### config.mk
export PLATFORM = sky130hd
export DESIGN_NAME = uart_reg_ctrl
export DESIGN_NICKNAME = d
export VERILOG_FILES = /design/src/rtl/uart_reg_pkg.sv /design/src/rtl/uart_reg_timer.sv /design/src/rtl/uart_reg_ctrl.sv
export SDC_FILE = /design/constraint.sdc
export NUM_CORES = 1
export LEC_CHECK = 0
export CAP_MARGIN = 25
export CORE_UTILIZATION = 51
export CTS_CLUSTER_SIZE = 8
export DETAILED_ROUTE_END_ITERATION = 16
export PLACE_DENSITY = 0.88
export SLEW_MARGIN = 20
export SYNTH_ARGS = -nofsm -noshare
export SYNTH_HDL_FRONTEND = slang
export SYNTH_HIERARCHICAL = 1
export SYNTH_SLANG_ARGS = --single-unit
### constraint.sdc
create_clock -name clk -period 2.7 [get_ports clk]
set_input_delay 0.405 -clock clk [delete_from_list [all_inputs] [get_ports clk]]
set_output_delay 0.405 -clock clk [all_outputs]
set_load 0.02 [all_outputs]
### src/rtl/uart_reg_pkg.sv
// -----------------------------------------------------------------------------
// uart_reg_pkg
// Shared constants and types for the UART register-bus command controller.
//   OP_WR / OP_RD     : host opcodes ('W' = write frame, 'R' = read frame)
//   RSP_ACK / RSP_NAK : response bytes ('K' = write done, '?' = unknown opcode)
//   state_t           : controller state encoding
// -----------------------------------------------------------------------------
package uart_reg_pkg;

    localparam logic [7:0] OP_WR   = 8'h57;
    localparam logic [7:0] OP_RD   = 8'h52;
    localparam logic [7:0] RSP_ACK = 8'h4B;
    localparam logic [7:0] RSP_NAK = 8'h3F;

    typedef enum logic [2:0] {
        ST_IDLE,
        ST_ADDR,
        ST_DATA,
        ST_REG_WR,
        ST_REG_RD,
        ST_RD_CAP,
        ST_SEND,
        ST_WAIT_TX
    } state_t;

endpackage

### src/rtl/uart_reg_timer.sv
// -----------------------------------------------------------------------------
// uart_reg_timer
// Saturating inter-byte gap counter.
//   clk      in  system clock
//   rstb     in  synchronous active-low reset (counter -> 0)
//   clear    in  reload the counter with zero (has priority over enable)
//   enable   in  count one cycle of gap
//   expired  out counter has reached TIMEOUT_CYC
// The counter stops at TIMEOUT_CYC so a long stall never wraps back into the
// "still alive" range.
// -----------------------------------------------------------------------------
module uart_reg_timer #(
    parameter int unsigned TIMEOUT_CYC = 434000
) (
    input  logic clk,
    input  logic rstb,
    input  logic clear,
    input  logic enable,
    output logic expired
);

    localparam int CNT_W = $clog2(TIMEOUT_CYC + 1);
    localparam logic [CNT_W-1:0] LIMIT = CNT_W'(TIMEOUT_CYC);

    logic [CNT_W-1:0] cnt_reg;

    always_ff @(posedge clk) begin
        if (!rstb) begin
            cnt_reg <= '0;
        end else if (clear) begin
            cnt_reg <= '0;
        end else if (enable && (cnt_reg != LIMIT)) begin
            cnt_reg <= cnt_reg + 1'b1;
        end
    end

    assign expired = (cnt_reg == LIMIT);

endmodule

### src/rtl/uart_reg_ctrl.sv
// -----------------------------------------------------------------------------
// uart_reg_ctrl
// Parses host command frames from the UART receive byte stream, drives a
// byte-wide register bus and returns one response byte through the UART
// transmitter.
//   clk        in  system clock
//   rstb       in  synchronous active-low reset
//   rx_valid   in  one-cycle pulse, rx_data holds a received byte
//   rx_data    in  received byte
//   wr_en      out one-cycle launch pulse to the transmitter
//   wr_data    out byte to transmit (holds the last response)
//   tx_busy    in  transmitter busy
//   reg_addr   out register address (holds between frames)
//   reg_wdata  out register write data (holds between frames)
//   reg_wr     out one-cycle write strobe
//   reg_rd     out one-cycle read strobe
//   reg_rdata  in  register read data, valid the cycle after reg_rd
//   busy       out high whenever the controller is not idle
//   err        out one-cycle pulse: timeout, bad opcode, or byte dropped
//                  while a response is being produced
// Frames: 'W' addr data -> 'K'; 'R' addr -> register byte; other -> '?'.
// -----------------------------------------------------------------------------
module uart_reg_ctrl
    import uart_reg_pkg::*;
#(
    parameter int unsigned TIMEOUT_CYC = 434000
) (
    input  logic       clk,
    input  logic       rstb,
    input  logic       rx_valid,
    input  logic [7:0] rx_data,
    output logic       wr_en,
    output logic [7:0] wr_data,
    input  logic       tx_busy,
    output logic [7:0] reg_addr,
    output logic [7:0] reg_wdata,
    output logic       reg_wr,
    output logic       reg_rd,
    input  logic [7:0] reg_rdata,
    output logic       busy,
    output logic       err
);

    state_t     state_reg, state_next;
    logic       is_wr_reg, is_wr_next;
    logic [7:0] addr_reg, addr_next;
    logic [7:0] wdata_reg, wdata_next;
    logic [7:0] rsp_reg, rsp_next;
    logic       err_reg, err_next;
    logic       first_reg, first_next;   // first cycle of WAIT_TX

    logic       timer_clear;
    logic       timer_enable;
    logic       timer_expired;

    // Gap timer only runs while a frame is partially received; any received
    // byte restarts it, and idling keeps it parked at zero.
    assign timer_clear  = rx_valid || (state_reg == ST_IDLE);
    assign timer_enable = (state_reg == ST_ADDR) || (state_reg == ST_DATA);

    uart_reg_timer #(
        .TIMEOUT_CYC (TIMEOUT_CYC)
    ) u_timer (
        .clk     (clk),
        .rstb    (rstb),
        .clear   (timer_clear),
        .enable  (timer_enable),
        .expired (timer_expired)
    );

    always_ff @(posedge clk) begin
        if (!rstb) begin
            state_reg <= ST_IDLE;
            is_wr_reg <= 1'b0;
            addr_reg  <= 8'h00;
            wdata_reg <= 8'h00;
            rsp_reg   <= 8'h00;
            err_reg   <= 1'b0;
            first_reg <= 1'b0;
        end else begin
            state_reg <= state_next;
            is_wr_reg <= is_wr_next;
            addr_reg  <= addr_next;
            wdata_reg <= wdata_next;
            rsp_reg   <= rsp_next;
            err_reg   <= err_next;
            first_reg <= first_next;
        end
    end

    always_comb begin
        state_next = state_reg;
        is_wr_next = is_wr_reg;
        addr_next  = addr_reg;
        wdata_next = wdata_reg;
        rsp_next   = rsp_reg;
        err_next   = 1'b0;
        first_next = first_reg;

        case (state_reg)
            ST_IDLE: begin
                if (rx_valid) begin
                    if (rx_data == OP_WR) begin
                        is_wr_next = 1'b1;
                        state_next = ST_ADDR;
                    end else if (rx_data == OP_RD) begin
                        is_wr_next = 1'b0;
                        state_next = ST_ADDR;
                    end else begin
                        rsp_next   = RSP_NAK;
                        err_next   = 1'b1;
                        state_next = ST_SEND;
                    end
                end
            end
            // Timeout wins over a byte arriving in the same cycle: a gap of
            // TIMEOUT_CYC idle cycles is already too long.
            ST_ADDR: begin
                if (timer_expired) begin
                    err_next   = 1'b1;
                    state_next = ST_IDLE;
                end else if (rx_valid) begin
                    addr_next  = rx_data;
                    state_next = is_wr_reg ? ST_DATA : ST_REG_RD;
                end
            end
            ST_DATA: begin
                if (timer_expired) begin
                    err_next   = 1'b1;
                    state_next = ST_IDLE;
                end else if (rx_valid) begin
                    wdata_next = rx_data;
                    state_next = ST_REG_WR;
                end
            end
            ST_REG_WR: begin
                rsp_next   = RSP_ACK;
                state_next = ST_SEND;
            end
            ST_REG_RD: begin
                state_next = ST_RD_CAP;
            end
            ST_RD_CAP: begin
                rsp_next   = reg_rdata;
                state_next = ST_SEND;
            end
            ST_SEND: begin
                if (!tx_busy) begin
                    first_next = 1'b1;
                    state_next = ST_WAIT_TX;
                end
            end
            ST_WAIT_TX: begin
                // tx_busy may still be low in the cycle right after wr_en,
                // so it is only trusted from the second cycle on.
                if (first_reg) begin
                    first_next = 1'b0;
                end else if (!tx_busy) begin
                    state_next = ST_IDLE;
                end
            end
            default: begin
                state_next = ST_IDLE;
            end
        endcase

        // Bytes arriving while a response is being produced are dropped.
        if (rx_valid && (state_reg inside {ST_REG_WR, ST_REG_RD, ST_RD_CAP,
                                           ST_SEND, ST_WAIT_TX})) begin
            err_next = 1'b1;
        end
    end

    assign reg_wr    = (state_reg == ST_REG_WR);
    assign reg_rd    = (state_reg == ST_REG_RD);
    assign wr_en     = (state_reg == ST_SEND) && !tx_busy;
    assign busy      = (state_reg != ST_IDLE);
    assign err       = err_reg;
    assign wr_data   = rsp_reg;
    assign reg_addr  = addr_reg;
    assign reg_wdata = wdata_reg;

endmodule

==> metrics, run 1 <==
max reg flops=19; Tot Pwr=2190 µW; # rows=24; PortBufs=48; Rel. slew slack=50.2%; syn avg cell area=8.87 µm²; CTS Hold Buffers Added=0; Crit Path Max Fanout=15; die area=0.00499 mm²; Clock transition at path regs=0.10 ns; CP cell instances=nor2b_1 > and2_1 > clkdlybuf4s50_1; clock power share=20.7%; DRC=0; via count of the first global-routing pass=1971; Die W=70.7 µm; RSZ-0062 raised after global routing=false; PnR worst setup slack=0.207 ns; Post-Route Setup TNS=0 ns; Leak Pwr=0.00103 µW; largest net degree at the start of global routing=25; starting DRC count in detailed routing=101; CTS Buf Count=5; synthesized area=0.00240 mm²; NetSw=818 µW; synthesized flop and latch total=49; MaxCap Viol Count=0; Final ANT Viol Nets=0; ANT cells=0; met2 WL post-DR=2.57 mm; WL/cell=14.0 µm; Cell variety after synth=54; IO Pins=49; Pint=1370 µW; Hold WC Path Type=reg2reg; WL met3=280 µm; Core ar.=0.00444 mm²; Clock Sinks=49; Final Hold Viols=0; Initial Util=54.1%; met1 WL=2.29 mm; HPWL after DPL=3.78 mm; crit-path max cell delay=0.67 ns; most frequent cells in the layout=dfxtp_1, clkdlybuf4s50_1, nor2_1, a21oi_1, nand3_1; total number of vias=2103; worst slack, placed=0.528 ns; Worst-Skew Late Latency=0.30 ns; CP required=2.30 ns; Cell Count, Final, Fillers Out=369; post-CTS setup buffers=0; first-pass GRT wire length=8.76 mm; Setup CP Type=reg2out; status=finished, final reports clean; Area after DPL=0.00291 mm²; Vias/cell=5.70; gr ovfl total=0; Post-Syn Instances=271; GRT Resource Usage Total=21.5%; CTS tree=yes; Die H=70.7 µm; Slew Limit Fails=0; Worst setup SP type=flip-flop; Tmin final=2.49 ns; slowest CP cell=dfxtp_1; post-route cell area=0.00300 mm²; First-pass DRT Iterations=4; synthesis-to-finish area growth=24.9%; Root Buffer=clkbuf_8; Power Density=729 mW/mm²; Top Layer Used=met4; initial antenna violation count=0; leading cell type in the layout, fill and taps excluded=dfxtp_1; H-tree Lvls=2; ys flop type=dfxtp_1; worst slew pin tran=0.744 ns; Post-Synthesis Net Count=293; FMAX=401 MHz; total wire length=5.16 mm; layout cells sized above 1=9.46%; Clock Skew=0.0130 ns; number of synthesized flops with an enable pin=0; placed cell count=361; Synth Warn #=6; setup violators final=0; Routability Congestion=0.847; Post-CTS Resized=0; share of power burned in registers=41.0%; combinational share of power=38.3%; post-synthesis sequential area ratio=40.8%; maximum VDD drop=0.418 mV; CTS max path bufs=2; sw frac=37.4%; post-synthesis async set-or-reset flop share=0%; nets@finish=338; final period utilization=92.3%; CP endpoint kind=output pin; crit path DAT=2.09 ns
==> critical path: cells and delay by family, from the launching register on <==
family        cells  cell delay (ns)
flops             1             0.67
buf+inv           1             0.60
simple gates      2             0.51
==> layout make-up <==
cell class / instances / area [µm²]
Fill cell: 343 / 1440
Multi-Input combinational cell: 197 / 1300
Sequential cell: 49 / 981
Timing Repair Buffer: 54 / 526
Clock buffer: 5 / 68.8
Tap cell: 52 / 65.1
Inverter: 9 / 33.8
Clock inverter: 3 / 26.3
==> cells in the mapped netlist, types with 2 or more instances <==
master / instances / area [µm²]
dfxtp_1: 49 / 981
nor2_1: 28 / 105
a21oi_1: 24 / 120
nand3_1: 22 / 110
nand2_1: 21 / 78.8
xor2_1: 10 / 87.6
inv_1: 9 / 33.8
mux2i_1: 8 / 80.1
o21ai_1: 8 / 40.0
clkbuf_1: 7 / 26.3
or3_1: 6 / 37.5
buf_2: 5 / 25.0
nand4_1: 5 / 31.3
nor2b_1: 4 / 25.0
a311oi_1: 3 / 26.3
and2_1: 3 / 18.8
nand2b_1: 3 / 18.8
nor4_1: 3 / 18.8
o211a_1: 3 / 30.0
o21ai_0: 3 / 15.0
o221a_1: 3 / 33.8
xnor2_1: 3 / 26.3
and4_1: 2 / 17.5
buf_6: 2 / 22.5
ha_1: 2 / 25.0
nand2_2: 2 / 12.5
nand4_2: 2 / 25.0
nor2_2: 2 / 12.5
nor3_2: 2 / 20.0
o31ai_1: 2 / 15.0
o41ai_1: 2 / 17.5
==> power by group through the flow <==
stage / clock (µW) / combinational [µW] / sequential, µW
5_1_grt: 499 / 899 / 914
3_5_place_dp: 0 / 834 / 913
3_3_place_gp: 0 / 818 / 911
2_1_floorplan: 0 / 518 / 949
6_report: 453 / 839 / 899
4_1_cts: 462 / 839 / 897
==> worst paths after layout <==
check | start | end | slack [ns] | cells past startpoint
setup reg to reg | state_reg[1] | u_timer/cnt_reg[13] | 0.55 | 5
hold / removal | reg_addr[0] | reg_addr[0] | 0.46 | 2
hold reg to reg | reg_addr[0] | reg_addr[0] | 0.46 | 2
setup / recovery | state_reg[1] | reg_wr | 0.21 | 3
==> through the flow <==
step	hold WS [ns]	util (%)
after floorplan	0.464	-
after global placement	0.442	65.5
after detailed placement	0.449	65.5
after CTS	0.463	67.6
after global routing	0.482	67.6
final	0.461	67.6
==> kinds of logic (layout without fill, tap and decap cells) <==
logic type	after synthesis	in the layout	share of synthesized area, %
flops	49	49	40.8
mux	8	8	3.33
xor+xnor	13	13	4.73
fa+ha+maj	3	3	1.51
simple gates	116	116	27.6
compound gates	57	57	17.0
buf+inv	25	71	4.99
==> layer usage <==
layer / up-vias / track usage (%)
met3: 2 / 6.41
met5: - / 0
met2: 60 / 36.6
met1: 980 / 27.2
li1: 1061 / -
met4: 0 / 4.44
Note: power is estimated with default switching activity, not from simulation.
==> run 2: changes to the inputs <==
Settings changed: REMOVE_ABC_BUFFERS set to 1.
==> metrics, run 2 (synthesis results as in run 1) <==
MaxCap Viol Count=0 (unchanged); Routability Congestion=0.874 (was 0.847); PortBufs=48 (unchanged); met1 WL=2.40 mm (was 2.29 mm); crit path DAT=2.08 ns (was 2.09 ns); Core ar.=0.00444 mm² (unchanged); final period utilization=91.9% (was 92.3%); Top Layer Used=met4 (unchanged); Setup CP Type=reg2out (unchanged); RR Startpoint=u_timer/cnt_reg[0] (was state_reg[1]); WL met3=272 µm (was 280 µm); starting DRC count in detailed routing=135 (was 101); CTS max path bufs=2 (unchanged); DRC=2 (was 0); worst setup path startpoint=state_reg[2] (was state_reg[1]); die area=0.00499 mm² (unchanged); Post-CTS Resized=0 (unchanged); Tmin final=2.48 ns (was 2.49 ns); Clock Sinks=49 (unchanged); Root Buffer=clkbuf_8 (unchanged); worst r2r path cells=8 (was 5); # fillers=364 (was 343); largest net degree at the start of global routing=21 (was 25); CTS Hold Buffers Added=0 (unchanged); Worst setup SP type=flip-flop (unchanged); failing checks=DRC; Clock Skew=0.00618 ns (was 0.0130 ns); R2R Path End=reg_wdata[1] (was u_timer/cnt_reg[13]); H-tree Lvls=2 (unchanged); CP endpoint kind=output pin (unchanged); setup violators final=0 (unchanged); first-pass GRT wire length=8.99 mm (was 8.76 mm); CP required=2.30 ns (about the same); worst hold slack=0.458 ns (was 0.461 ns); Hold Crit Start=reg_addr[0] (unchanged); Vias/cell=5.79 (was 5.70); Power Density=728 mW/mm² (was 729 mW/mm²); Die H=70.7 µm (unchanged); Crit Path Max Fanout=16 (was 15); Leak Pwr=0.00103 µW (about the same); CTS Buf Count=5 (unchanged); Hold WC Path Type=reg2reg (unchanged); worst slew pin tran=0.781 ns (was 0.744 ns); Slew Limit Fails=0 (unchanged); initial antenna violation count=0 (unchanged); Clock transition at path regs=0.09 ns (was 0.10 ns); FMAX=403 MHz (was 401 MHz); GRT Resource Usage Total=22.7% (was 21.5%); total wire length=5.48 mm (was 5.16 mm); post-CTS setup buffers=0 (unchanged); WL/cell=14.8 µm (was 14.0 µm); maximum VDD drop=0.466 mV (was 0.418 mV); R2R setup slack=0.54 ns (was 0.55 ns); # rows=24 (unchanged); RSZ-0062 raised after global routing=false (unchanged); Post-Route Setup TNS=0 ns (unchanged); nets@finish=340 (was 338); Rel. slew slack=47.8% (was 50.2%); Final ANT Viol Nets=0 (unchanged); Final Hold Viols=0 (unchanged); layout cells sized above 1=9.72% (was 9.46%); most frequent cells in the layout=dfxtp_1, clkdlybuf4s50_1, nor2_1, a21oi_1, nand3_1 (unchanged); Die W=70.7 µm (unchanged); Initial Util=54.1% (unchanged); end of the critical path=reg_rd (was reg_wr); gr ovfl total=0 (unchanged); synthesis-to-finish area growth=25.2% (was 24.9%); total number of vias=2149 (was 2103); CTS tree=yes (unchanged); via count of the first global-routing pass=1997 (was 1971); IO Pins=49 (unchanged); Worst-Skew Late Latency=0.30 ns (about the same); Tot Pwr=2190 µW (about the same); met2 WL post-DR=2.69 mm (was 2.57 mm); status=finished, violations left (was finished, final reports clean); HPWL after DPL=3.97 mm (was 3.78 mm); First-pass DRT Iterations=10 (was 4); leading cell type in the layout, fill and taps excluded=dfxtp_1 (unchanged); ANT cells=0 (unchanged); max reg flops=19 (unchanged)
run 2: cell types whose count changed in the layout (fill, tap and decap cells not counted):
cell      delta
buf_4        +2
clkbuf_1     +1
inv_8        -1
run 2: final cells by class:
class                   count  area [µm²]  share of cell area [%]
well taps                  52        65.1                    2.16
clock buffers               6        72.6                    2.41
flip-flops and latches     49         981                    32.6
repair buffers             56         541                    17.9
clock inverters             2        15.0                   0.499
inverters                   9        33.8                    1.12
multi-input cells         197        1300                    43.3
run 2: per-stage QoR:
| stage | utilization, % | area (µm²) | instances | worst slack (ns) |
|---|---|---|---|---|
| after global placement | 65.8 | 2920 | 363 | 0.629 |
| after detailed placement | 65.8 | 2920 | 363 | 0.531 |
| after CTS | 67.8 | 3010 | 371 | 0.260 |
| after global routing | 67.8 | 3010 | 371 | 0.179 |
| after floorplan | - | 2320 | 255 | 0.314 |
| final | 67.8 | 3010 | 371 | 0.218 |
run 2: critical path: stages (launching register included):
cell and delay [ns]:
dfxtp_1 0.71, and2b_1 0.28, nor2b_1 0.14, clkdlybuf4s50_1 0.64
run 2: worst min-delay path by stage:
| stage | endpoint | slack, ns | cells past startpoint |
|---|---|---|---|
| floorplan | is_wr_reg | 0.46 | 2 |
| global placement | reg_addr[0] | 0.44 | 2 |
| detailed placement | reg_addr[1] | 0.45 | 2 |
| CTS | reg_addr[1] | 0.46 | 2 |
| global route | reg_addr[1] | 0.47 | 2 |
| finish | reg_addr[0] | 0.46 | 2 |
run 2: routing by layer:
layer | GRT usage [%] | vias up
met5 | 0 | -
met4 | 10.2 | 0
met3 | 5.41 | 11
met2 | 36.8 | 66
met1 | 28.8 | 1007
li1 | - | 1065
run 2: power breakdown:
part	switching, µW	internal, µW	leakage (µW)
Clock	243	183	0.0000374
Sequential	93.2	807	0.000398
Combinational	481	385	0.000599
Total	818	1370	0.00103
==> run 3: changes to the inputs <==
Settings changed: RECOVER_POWER set to 25.
==> metrics, run 3 (synthesis results as in run 1) <==
Core ar.=0.00444 mm² (unchanged); total number of vias=2159 (was 2149); CP cell instances=and2b_1 > nor2b_1 > clkdlybuf4s50_1 (unchanged); initial antenna violation count=0 (unchanged); worst slew pin tran=0.783 ns (was 0.781 ns); Final ANT Viol Nets=0 (unchanged); crit-path max cell delay=0.71 ns (about the same); final period utilization=92.1% (was 91.9%); most frequent cells in the layout=dfxtp_1, clkdlybuf4s50_1, nor2_1, a21oi_1, nand3_1 (unchanged); GRT Resource Usage Total=22.7% (unchanged); Crit Path Max Fanout=16 (unchanged); Tmin final=2.49 ns (was 2.48 ns); Die H=70.7 µm (unchanged); CTS max path bufs=2 (unchanged); Leak Pwr=0.00109 µW (was 0.00103 µW); Die W=70.7 µm (unchanged); first-pass GRT wire length=8.99 mm (unchanged); Initial Util=54.1% (unchanged); Clock Sinks=49 (unchanged); Final Hold Viols=0 (unchanged); die area=0.00499 mm² (unchanged); Rel. slew slack=47.6% (was 47.8%); maximum VDD drop=0.463 mV (was 0.466 mV); FMAX=402 MHz (was 403 MHz); RSZ-0062 raised after global routing=false (unchanged); leading cell type in the layout, fill and taps excluded=dfxtp_1 (unchanged); Root Buffer=clkbuf_8 (unchanged); Vias/cell=5.82 (was 5.79); Post-Route Setup TNS=0 ns (unchanged); Routability Congestion=0.874 (unchanged); post-CTS setup buffers=0 (unchanged); setup violators final=0 (unchanged); ANT cells=0 (unchanged); failing checks=DRC (unchanged); via count of the first global-routing pass=1997 (unchanged); # rows=24 (unchanged); MaxCap Viol Count=0 (unchanged); CP required=2.30 ns (about the same); Area after DPL=0.00292 mm² (unchanged); multi-input logic area=0.00130 mm² (unchanged); Slew Limit Fails=0 (unchanged); First-pass DRT Iterations=10 (unchanged); CP bufs+invs=1 (unchanged); H-tree Lvls=2 (unchanged); total wire length=5.49 mm (was 5.48 mm); HPWL after DPL=3.97 mm (unchanged); layout cells sized above 1=9.72% (unchanged); largest net degree at the start of global routing=21 (unchanged); IO Pins=49 (unchanged); nets@finish=340 (unchanged); status=finished, violations left (unchanged); Worst-Skew Late Latency=0.30 ns (about the same); sequential cell area=981 µm² (unchanged); slowest CP cell=dfxtp_1 (unchanged); Worst setup SP type=flip-flop (unchanged); max reg flops=19 (unchanged); gr ovfl total=0 (unchanged); critical path's top delay family=flip-flops (unchanged); Power Density=723 mW/mm² (was 728 mW/mm²); WL/cell=14.8 µm (about the same); PortBufs=48 (unchanged); # fillers=364 (unchanged); Setup CP Type=reg2out (unchanged); Post-CTS Resized=0 (unchanged); starting DRC count in detailed routing=140 (was 135); DRC=2 (unchanged); CTS Hold Buffers Added=0 (unchanged); Hold WC Path Type=reg2reg (unchanged); crit path DAT=2.08 ns (about the same); CP endpoint kind=output pin (unchanged); post-route cell area=0.00301 mm² (unchanged); CTS Buf Count=5 (unchanged); CTS tree=yes (unchanged); synthesis-to-finish area growth=25.2% (unchanged); Clock Skew=0.00441 ns (was 0.00618 ns); Clock transition at path regs=0.09 ns (about the same)
-- run 3: metrics by stage --
stage | setup WS (ns) | util, % | total power, µW | cells | hold WS [ns]
6_report | 0.214 | 67.8 | 2180 | 371 | 0.455
5_1_grt | 0.179 | 67.8 | 2290 | 371 | 0.471
4_1_cts | 0.260 | 67.8 | 2200 | 371 | 0.458
3_5_place_dp | 0.531 | 65.8 | 1770 | 363 | 0.446
3_3_place_gp | 0.629 | 65.8 | 1750 | 363 | 0.442
2_1_floorplan | 0.314 | - | 1410 | 255 | 0.464
-- run 3: path summary, 6_finish.rpt --
kind	start	endpoint	slack, ns	cells after the start
setup reg to reg	u_timer/cnt_reg[0]	reg_wdata[1]	0.52	8
hold / removal	reg_addr[0]	reg_addr[0]	0.46	2
setup / recovery	state_reg[2]	reg_rd	0.21	3
hold reg to reg	reg_addr[0]	reg_addr[0]	0.46	2
-- run 3: layer usage --
layer	vias up	share of wire, %	wire length, µm	GRT usage (%)
met4	0	2.0	108	10.2
met3	11	5.0	273	5.41
li1	1069	-	-	-
met5	-	0	0	0
met1	1016	44	2440	28.8
met2	63	49	2670	36.8
-- run 3: power breakdown --
part / switching [µW] / internal (µW) / total [µW]
Clock: 244 / 183 / 427
Combinational: 482 / 370 / 852
Sequential: 91.4 / 807 / 898
Total: 818 / 1360 / 2180
-- run 3: worst register-to-register path: stages, from the launching register on --
cell       delay [ns]
dfxtp_1          0.38
inv_1            0.09
ha_1             0.19
nand4bb_1        0.17
nor4_1           0.07
buf_4            0.19
and4bb_1         0.64
mux2i_1          0.26
nor2_1           0.07
-- run 3: area by class of cell --
cell class | instances | area share, %
Clock buffer | 6 | 2.41
Clock inverter | 2 | 0.499
Inverter | 9 | 1.12
Tap cell | 52 | 2.16
Multi-Input combinational cell | 197 | 43.3
Timing Repair Buffer | 56 | 17.9
Sequential cell | 49 | 32.6
